[src/rtl/sad_pkg.sv]
// Shared types and constants for the SAD minimum tracker.
// Lane/row widths and FSM state encoding.
package sad_pkg;

  localparam int K_W   = 10;
  localparam int ROW_W = 12;

  localparam logic [63:0] SAD_MAX = '1;

  typedef enum logic [1:0] {
    IDLE,
    RUN,
    FLUSH,
    DONE
  } state_e;

endpackage

[src/rtl/sad_row_adder.sv]
// Sums four 10-bit partial SADs of one window row.
// Result is zero-extended to 12 bits and cannot overflow.
module sad_row_adder
  import sad_pkg::*;
(
  input  logic [K_W-1:0]   k1,
  input  logic [K_W-1:0]   k2,
  input  logic [K_W-1:0]   k3,
  input  logic [K_W-1:0]   k4,
  output logic [ROW_W-1:0] sum
);

  assign sum = ROW_W'(k1) + ROW_W'(k2)
             + ROW_W'(k3) + ROW_W'(k4);

endmodule

[src/rtl/sad_min_tracker.sv]
// Accumulates window SADs for two candidates per pair and
// tracks the minimum SAD and its coordinates over a search.
module sad_min_tracker
  import sad_pkg::*;
#(
  parameter int WIN_ROWS = 16,
  parameter int COORD_W  = 8,
  parameter int ACC_W    = 16
) (
  input  logic               Clk,
  input  logic               Reset,
  input  logic               search_start,
  input  logic               search_end,
  input  logic               row_valid,
  input  logic [K_W-1:0]     KA1,
  input  logic [K_W-1:0]     KA2,
  input  logic [K_W-1:0]     KA3,
  input  logic [K_W-1:0]     KA4,
  input  logic [K_W-1:0]     KB1,
  input  logic [K_W-1:0]     KB2,
  input  logic [K_W-1:0]     KB3,
  input  logic [K_W-1:0]     KB4,
  input  logic [COORD_W-1:0] cand_x_a,
  input  logic [COORD_W-1:0] cand_x_b,
  input  logic [COORD_W-1:0] cand_y,
  output logic               busy,
  output logic               done,
  output logic [ACC_W-1:0]   best_sad,
  output logic [COORD_W-1:0] best_x,
  output logic [COORD_W-1:0] best_y,
  output logic               partial_drop
);

  localparam int CNT_W = $clog2(WIN_ROWS);
  localparam logic [CNT_W-1:0] LAST = CNT_W'(WIN_ROWS - 1);
  localparam logic [ACC_W-1:0] MAX  = ACC_W'(SAD_MAX);

  state_e state_q, state_d;

  logic [ROW_W-1:0]   row_a, row_b;
  logic [CNT_W-1:0]   row_cnt, cnt_nxt, cnt_after;
  logic [ACC_W-1:0]   acc_a, acc_b, sum_a, sum_b;
  logic [COORD_W-1:0] lat_xa, lat_xb, lat_y;
  logic [ACC_W-1:0]   cmp_a, cmp_b;
  logic [COORD_W-1:0] cmp_xa, cmp_xb, cmp_y;
  logic               cmp_pending;
  logic               take, first, last, a_wins;
  logic [ACC_W-1:0]   win_sad;
  logic [COORD_W-1:0] win_x;

  sad_row_adder u_add_a (
    .k1 (KA1),
    .k2 (KA2),
    .k3 (KA3),
    .k4 (KA4),
    .sum(row_a)
  );

  sad_row_adder u_add_b (
    .k1 (KB1),
    .k2 (KB2),
    .k3 (KB3),
    .k4 (KB4),
    .sum(row_b)
  );

  assign take  = row_valid && (state_q == RUN);
  assign first = (row_cnt == '0);
  assign last  = (row_cnt == LAST);

  assign sum_a = first ? ACC_W'(row_a)
                       : acc_a + ACC_W'(row_a);
  assign sum_b = first ? ACC_W'(row_b)
                       : acc_b + ACC_W'(row_b);

  assign cnt_nxt   = last ? '0 : row_cnt + 1'b1;
  assign cnt_after = take ? cnt_nxt : row_cnt;

  // A wins ties so the lower-x candidate of a pair is preferred
  assign a_wins  = (cmp_a <= cmp_b);
  assign win_sad = a_wins ? cmp_a : cmp_b;
  assign win_x   = a_wins ? cmp_xa : cmp_xb;

  always_ff @(posedge Clk or negedge Reset) begin
    if (!Reset) state_q <= IDLE;
    else        state_q <= state_d;
  end

  always_comb begin
    state_d = state_q;
    busy    = 1'b0;
    done    = 1'b0;
    unique case (state_q)
      IDLE: ;
      RUN: begin
        busy = 1'b1;
        if (search_end) state_d = FLUSH;
      end
      FLUSH: begin
        busy = 1'b1;
        if (!cmp_pending) state_d = DONE;
      end
      DONE: begin
        done    = 1'b1;
        state_d = IDLE;
      end
      default: state_d = IDLE;
    endcase
    if (search_start) state_d = RUN;
  end

  always_ff @(posedge Clk or negedge Reset) begin
    if (!Reset) begin
      best_sad     <= MAX;
      best_x       <= '0;
      best_y       <= '0;
      row_cnt      <= '0;
      acc_a        <= '0;
      acc_b        <= '0;
      lat_xa       <= '0;
      lat_xb       <= '0;
      lat_y        <= '0;
      cmp_a        <= '0;
      cmp_b        <= '0;
      cmp_xa       <= '0;
      cmp_xb       <= '0;
      cmp_y        <= '0;
      cmp_pending  <= 1'b0;
      partial_drop <= 1'b0;
    end else if (search_start) begin
      best_sad     <= MAX;
      best_x       <= '0;
      best_y       <= '0;
      row_cnt      <= '0;
      acc_a        <= '0;
      acc_b        <= '0;
      cmp_pending  <= 1'b0;
      partial_drop <= 1'b0;
    end else begin
      if (cmp_pending) begin
        cmp_pending <= 1'b0;
        if (win_sad < best_sad) begin
          best_sad <= win_sad;
          best_x   <= win_x;
          best_y   <= cmp_y;
        end
      end
      if (take) begin
        acc_a   <= sum_a;
        acc_b   <= sum_b;
        row_cnt <= cnt_nxt;
        if (first) begin
          lat_xa <= cand_x_a;
          lat_xb <= cand_x_b;
          lat_y  <= cand_y;
        end
        if (last) begin
          cmp_a       <= sum_a;
          cmp_b       <= sum_b;
          cmp_xa      <= lat_xa;
          cmp_xb      <= lat_xb;
          cmp_y       <= lat_y;
          cmp_pending <= 1'b1;
        end
      end
      if (state_q == RUN && search_end && cnt_after != '0) begin
        partial_drop <= 1'b1;
        row_cnt      <= '0;
      end
    end
  end

endmodule

[config.mk]
export PLATFORM = sky130hd
export DESIGN_NAME = sad_min_tracker
export DESIGN_NICKNAME = d
export VERILOG_FILES = /design/src/rtl/sad_pkg.sv /design/src/rtl/sad_row_adder.sv /design/src/rtl/sad_min_tracker.sv
export SDC_FILE = /design/constraint.sdc
export NUM_CORES = 1
export LEC_CHECK = 0
export CORE_UTILIZATION = 51
export CTS_BUF_LIST = sky130_fd_sc_hd__clkbuf_4 sky130_fd_sc_hd__clkbuf_8 sky130_fd_sc_hd__clkbuf_16
export DETAILED_ROUTE_END_ITERATION = 16
export PLACE_DENSITY_LB_ADDON = 0.05
export SETUP_SLACK_MARGIN = 0.15
export SYNTH_ARGS = -nofsm -noshare
export SYNTH_HDL_FRONTEND = slang
export SYNTH_SLANG_ARGS = --single-unit
[constraint.sdc]
create_clock -name Clk -period 4.2 [get_ports Clk]
set_clock_uncertainty 0.05 [all_clocks]
set_input_delay 0.42 -clock Clk [delete_from_list [all_inputs] [get_ports Clk]]
set_output_delay 0.42 -clock Clk [all_outputs]
set_load 0.05 [all_outputs]
# --- Word-level counts from Yosys, hierarchy flattened ---
# Index checks and enable logic that the tools add are counted.
totals:
  regBits: 152
  wordCells: 82
  out_inout_bits: 35
  inputBits: 109
op_classes:
  order_cmp: 2
  addsub: 9
  n_reduce_logical: 15
  mux: 32
  bitwise: 1
  eq_ne: 6
ops:
  columns: ["op", "n"]
  rows:
  - ["two-way mux 16 bit", 10]
  - ["two-way mux 8 bit", 7]
  - ["adder 12 x 10 -> 12 bit", 4]
  - ["adder 16 x 12 -> 16 bit", 2]
  - ["adder 10 x 10 -> 11 bit", 2]
  - ["<= comparator 16 bit", 1]
  - ["< comparator 16 bit", 1]
  - ["two-way mux 4 bit", 4]
  - ["AND reduction 3 bit", 3]
  - ["nonzero test 2 bit", 4]
  - ["nonzero test 4 bit", 2]
  - ["two-way mux 1 bit", 7]
  - ["two-way mux 2 bit", 3]
  - ["!= test 3 bit (second input constant)", 2]
  - ["one-hot mux 2 bit (3 select lines)", 1]
  - ["adder 4 x 1 -> 4 bit (second input constant)", 1]
  - ["equality test 2 bit (second input constant)", 2]
  - ["equality test 4 bit (second input constant)", 1]
  - ["zero test 4 bit", 1]
  - ["logical AND 1 bit", 3]
  - ["equality test 2 x 1 -> 1 bit (second input constant)", 1]
  - ["AND reduction 2 bit", 1]
  - ["OR reduction 2 bit", 1]
  - ["NOT 1 bit", 1]

# --- Depth between registers and ports, before layout ---
depth:
  ltp_word: 7
  mapped_depth: 22
  ltp_nobuf: 22

# --- Hierarchy ---
# Synthesis repeated with hierarchy kept, for this count alone.
hier_totals:
  cells_unflattened: 1194
  area_unflattened_um2: 10815.4
by_module_without_submodules:
  columns: ["module", "area_per_inst_um2", "seq_area_each_um2", "instances", "cells_per_inst"]
  rows:
  - ["sad_min_tracker", 8764.7, 3823.7, 1, 940]
  - ["sad_row_adder at u_add_b", 1036.0, 0.0, 1, 128]
  - ["sad_row_adder at u_add_a", 1014.7, 0.0, 1, 126]

# --- Worst setup path after synthesis ---
# Ideal clock, no wire load.
synth_path:
  kind: "in2reg"
  from: "in KA1[1]"
  to: "reg acc_a[15]"
  n_path_buf: 0
  t_required_ps: 4034
  arrival_ps: 5022
  stages: 20
  setup_ps: 116
  path_slack_ps: -988
  cell_sequence: "ha_1 -> a21o_1 -> a21oi_1 -> o21bai_1 -> a21oi_1 -> o21ai_0 -> mux2_2 -> a2111oi_0 -> fa_1 -> inv_1 -> ha_1 -> nor2b_1 -> a2111oi_0 -> nand3_1 -> ha_1 -> nor2_1 -> a211oi_1 -> a31oi_1 -> or4_1 -> o311ai_0"
synth_between:
  elab_chain_cells: 7
synth_lines:
  columns: ["item", "line_no", "rtl"]
  rows:
  - ["from (decl)", "sad_min_tracker.sv:15", "input logic [K_W-1:0] KA1,"]
  - ["adder 10 x 10 -> 11 bit", "sad_row_adder.sv:13", "assign sum = ROW_W'(k1) + ROW_W'(k2)"]
  - ["adder 12 x 10 -> 12 bit (2 in a row)", "sad_row_adder.sv:14", "+ ROW_W'(k3) + ROW_W'(k4);"]
  - ["adder 16 x 12 -> 16 bit", "sad_min_tracker.sv:72", ": acc_a + ACC_W'(row_a);"]
  - ["two-way mux 16 bit", "sad_min_tracker.sv:71", "assign sum_a = first ? ACC_W'(row_a)"]
  - ["two-way mux 16 bit", "sad_min_tracker.sv:148", "if (take) begin"]
  - ["two-way mux 16 bit", "sad_min_tracker.sv:130", "end else if (search_start) begin"]
  - ["to (signal assigned)", "sad_min_tracker.sv:149", "acc_a <= sum_a;"]
  - ["to (decl)", "sad_min_tracker.sv:42", "logic [ACC_W-1:0] acc_a, acc_b, sum_a, sum_b;"]
# Every way passes these cells. The select of a mux whose other input is x is not followed.
# A chain may end at the register's enable or synchronous reset.

# --- Worst setup path after layout ---
layout_path:
  from: "in KA1[1]"
  to: "reg acc_a[11]"
layout_between:
  elab_chain_cells: 7
layout_lines:
  columns: ["item", "line_no"]
  rows:
  - ["adder 10 x 10 -> 11 bit (*)", "sad_row_adder.sv:13"]
  - ["adder 12 x 10 -> 12 bit (*) (2 in a row)", "sad_row_adder.sv:14"]
  - ["adder 16 x 12 -> 16 bit", "sad_min_tracker.sv:72"]
  - ["two-way mux 16 bit (*)", "sad_min_tracker.sv:71"]
  - ["two-way mux 16 bit (*)", "sad_min_tracker.sv:148"]
  - ["two-way mux 16 bit (*)", "sad_min_tracker.sv:130"]
# Every way passes the cells marked *; elsewhere a longest branch is shown, timed or not. The select of a mux whose other input is x is not followed.

==> results.sh <==
export IMPL_cts_sinks=152
export IMPL_synthTopCellsByArea="dfrtp_1 (31%), ha_1 (12%), nand2_1 (5.6%), inv_1 (4.9%), fa_1 (4.7%)"
export IMPL_crit_path_start_kind="primary input"
export IMPL_crit_path_end_kind="flip-flop"
export IMPL_r2r_setup_slack_ps=120
export IMPL_final_nets=1821
export IMPL_yosysTopAreaCellShare_pct=30.8
export IMPL_slew_headroom_pct=23.7
export IMPL_hp_class="in2async"
export IMPL_gr_usage_all_layers_pct=25.4
export IMPL_dieArea_um2=22300
export IMPL_layout_setup_ws_ps=-305
export IMPL_core_rowCount=53
export IMPL_worstSkewPairLatency_ps=430
export IMPL_final_core_util_pct=79.7
export IMPL_finalSetupViolations=27
export IMPL_rsz0062_at_grt="true"
export IMPL_worstMarginPinSlew_ps=1140
export IMPL_period_needed_ps=4500
export IMPL_ys_seq_area_share_pct=34.6
export IMPL_status="finished with violations"
export IMPL_drv_slew=0
export IMPL_violations="setup timing"
export IMPL_worstPathRequired_ps=4500
export IMPL_antenna_found_initial=0
export IMPL_grt_pass1_wl_um=45500
export IMPL_first_iter_violations=551
export IMPL_drc_errors=0
export IMPL_cts_tree="built"
export IMPL_worstSetupPathType="in2reg"
export IMPL_drt_pass1_iter_count=5
export IMPL_synth_ff_type="dfrtp_1"
export IMPL_grt_pass1_vias=9715
export IMPL_synthArstFlopShare_pct=100
export IMPL_place_congestion=0.858
export IMPL_core_um2=21200
export IMPL_cpMaxStageDelayCell="fa_1"
export IMPL_syn_inst=1251
export IMPL_diodes=0
export IMPL_worstPathMaxFanout=6
export IMPL_cts_buffers=17
export IMPL_worstReg2RegStart="cmp_b[9]"
export IMPL_port_buffers=143
export IMPL_synth_distinct_cells=68
export IMPL_synth_edf_count=0
export IMPL_ys_warn_count=0
export IMPL_syn_num_nets=1488
export IMPL_cap_viol_max_count=0
export IMPL_dieWidth_um=149
export IMPL_grt_ovfl_total=0
export IMPL_root_buffer="clkbuf_16"
export IMPL_start_util_pct=52.2
export IMPL_synth_avg_cell_area_um2=8.83
export IMPL_cts_max_level=4
export IMPL_irDropWorstVdd_mv=0.373
export IMPL_cp_arrival_ps=4810
export IMPL_fmax_mhz=222
export IMPL_grt_max_degree=106
export IMPL_routedWlPerCell_um=16.1
export IMPL_hold_ws_ps=92.8
export IMPL_dp_cells=1788
export IMPL_timing_rr_end="best_x[0]"
export IMPL_cts_reportedPaths_clkPinSlew_ps=60
export IMPL_viasPerCell=5.49
export IMPL_ys_seq_elements=152
export IMPL_drive_gt1_share_pct=34.9
export IMPL_yosysTopAreaCell="dfrtp_1"
export IMPL_leakagePower_nw=7.96
export IMPL_boundaryPins=144
export IMPL_critical_path_max_stage_delay_ps=520
export IMPL_cp_common_cell="buf_6"
export IMPL_dieHeight_um=149
export IMPL_vias=10281
export IMPL_ff2ff_path_depth=17
export IMPL_dp_hpwl_um=20200
export IMPL_routed_wl_um=30200
export IMPL_period_share_pct=107
export IMPL_hold_viol_final=0
export IMPL_netlist_area_um2=11000
export IMPL_instances_no_fill=1872
export IMPL_syn2layout_area_growth_pct=52.6
export IMPL_power_density_nw_per_um2=567
export IMPL_clock_path_buffers=2
export IMPL_ant_nets=0
==> flip-flops by register name (all words and copies together) (netlist names), 16 cells and up <==
signal,flops
acc_b,16
cmp_a,16
best_sad,16
acc_a,16
cmp_b,16
==> critical path, delay by kind of cell <==
kind | cells | cell delay [ps]
XOR/XNOR | 3 | 420
adder cells (fa/ha/maj) | 4 | 1320
buffers and inverters | 7 | 770
AO/OA/AOI/OAI | 8 | 1360
AND/OR/NAND/NOR | 4 | 520
==> through the flow <==
stage	instance area, µm²	worst slack, ps	setup TNS, ps	power [mW]
after floorplan	11400	-495	-3490	4.63
after global placement	14300	-1100	-36410	6.32
after detailed placement	14300	-1180	-39710	6.42
after CTS	15500	-297	-3270	8.38
after global routing	16900	-564	-10080	10.1
final	16900	-305	-4080	9.57
==> placed cells by master (no fill, tap or decap), types with 8 or more instances in the layout <==
cell type / instances
inv_1: 133
buf_4: 187
nor3_2: 14
o21ai_1: 15
nor2_2: 11
nor2b_1: 14
clkbuf_16: 20
o21ai_0: 49
ha_4: 46
a211oi_1: 32
nor2_1: 56
xnor2_2: 10
nand2_2: 9
fa_1: 22
nor3_4: 11
nand4_1: 10
nand3_1: 16
o21a_1: 8
nand2_1: 150
buf_6: 32
inv_2: 12
xnor2_1: 16
xor2_1: 13
o21bai_1: 9
o21ai_2: 16
dfrtp_1: 136
clkdlybuf4s50_1: 125
a21oi_2: 24
mux2_4: 10
nor3_1: 19
mux2i_1: 26
a21oi_1: 51
ha_1: 49
a21o_1: 27
dfstp_2: 16
mux2_2: 24
==> worst max-delay path by stage <==
| stage | start | to | slack [ps] | cells after the start |
|---|---|---|---|---|
| 2_1_floorplan | KA1[1] | acc_a[13] | -500 | 20 |
| 3_3_place_gp | KA1[1] | acc_a[13] | -1100 | 21 |
| 3_5_place_dp | KA1[1] | acc_a[13] | -1180 | 22 |
| 4_1_cts | KA2[0] | acc_a[15] | -300 | 24 |
| 5_1_grt | KA1[1] | acc_a[11] | -560 | 26 |
| 6_report | KA1[1] | acc_a[11] | -300 | 26 |
==> synthesized netlist by cell type, drive strengths merged, types with 3 or more instances <==
cell type,instances
nand2,164
inv,145
dfrtp,136
ha,102
o21ai,86
a21oi,79
nor2,70
nor3,44
clkbuf,42
a211oi,38
mux2,34
xnor2,32
a21o,27
mux2i,27
fa,26
nand3,21
xor2,18
nor2b,17
dfstp,16
nand4,11
o21a,9
o21bai,9
a31oi,8
buf,8
o211ai,6
or3,6
and2,5
and3,5
o31ai,5
or2,5
a2111oi,4
a31o,4
nand2b,4
a221oi,3
nor4,3
or4,3
==> layout make-up <==
cell class / instances / area [µm²]
tap: 275 / 344
clock inverter: 14 / 161
multi-input combinational: 904 / 8250
fill: 1323 / 4300
timing repair buffer: 363 / 3300
inverter: 146 / 548
sequential: 152 / 3820
clock buffer: 18 / 433
==> cell families after synthesis <==
family	after synthesis	share of synthesized area [%]
AO/OA/AOI/OAI	302	17.5
adder cells (fa/ha/maj)	128	16.3
flip-flops	152	34.6
buffers and inverters	196	6.81
multiplexers	61	6.15
AND/OR/NAND/NOR	362	14.7
XOR/XNOR	50	3.96
==> report_power, final <==
group | total, mW | switching (mW) | internal, mW | leakage [nW]
combinational | 6.15 | 2.99 | 3.16 | 5.69
sequential | 1.85 | 0.164 | 1.68 | 1.98
clock | 1.57 | 0.674 | 0.897 | 0.288
==> metal layers <==
layer  vias to the layer above  GRT usage, %  part of all wire [%]
li1                       4985             -                     -
met1                      4940          33.1                    42
met2                       297          43.9                    51
met3                        59          3.24                   4.0
met4                         0          7.55                   2.8
met5                         -             0                     0
==> what timing repair did <==
action	4_1_cts	5_1_grt
setup endpoints to repair	79	75
gates cloned	0	4
gates resized for setup	121	197
pin swaps	111	125
hold buffers	0	0
setup buffers	20	28
Note: power is estimated with default switching activity, not from simulation.
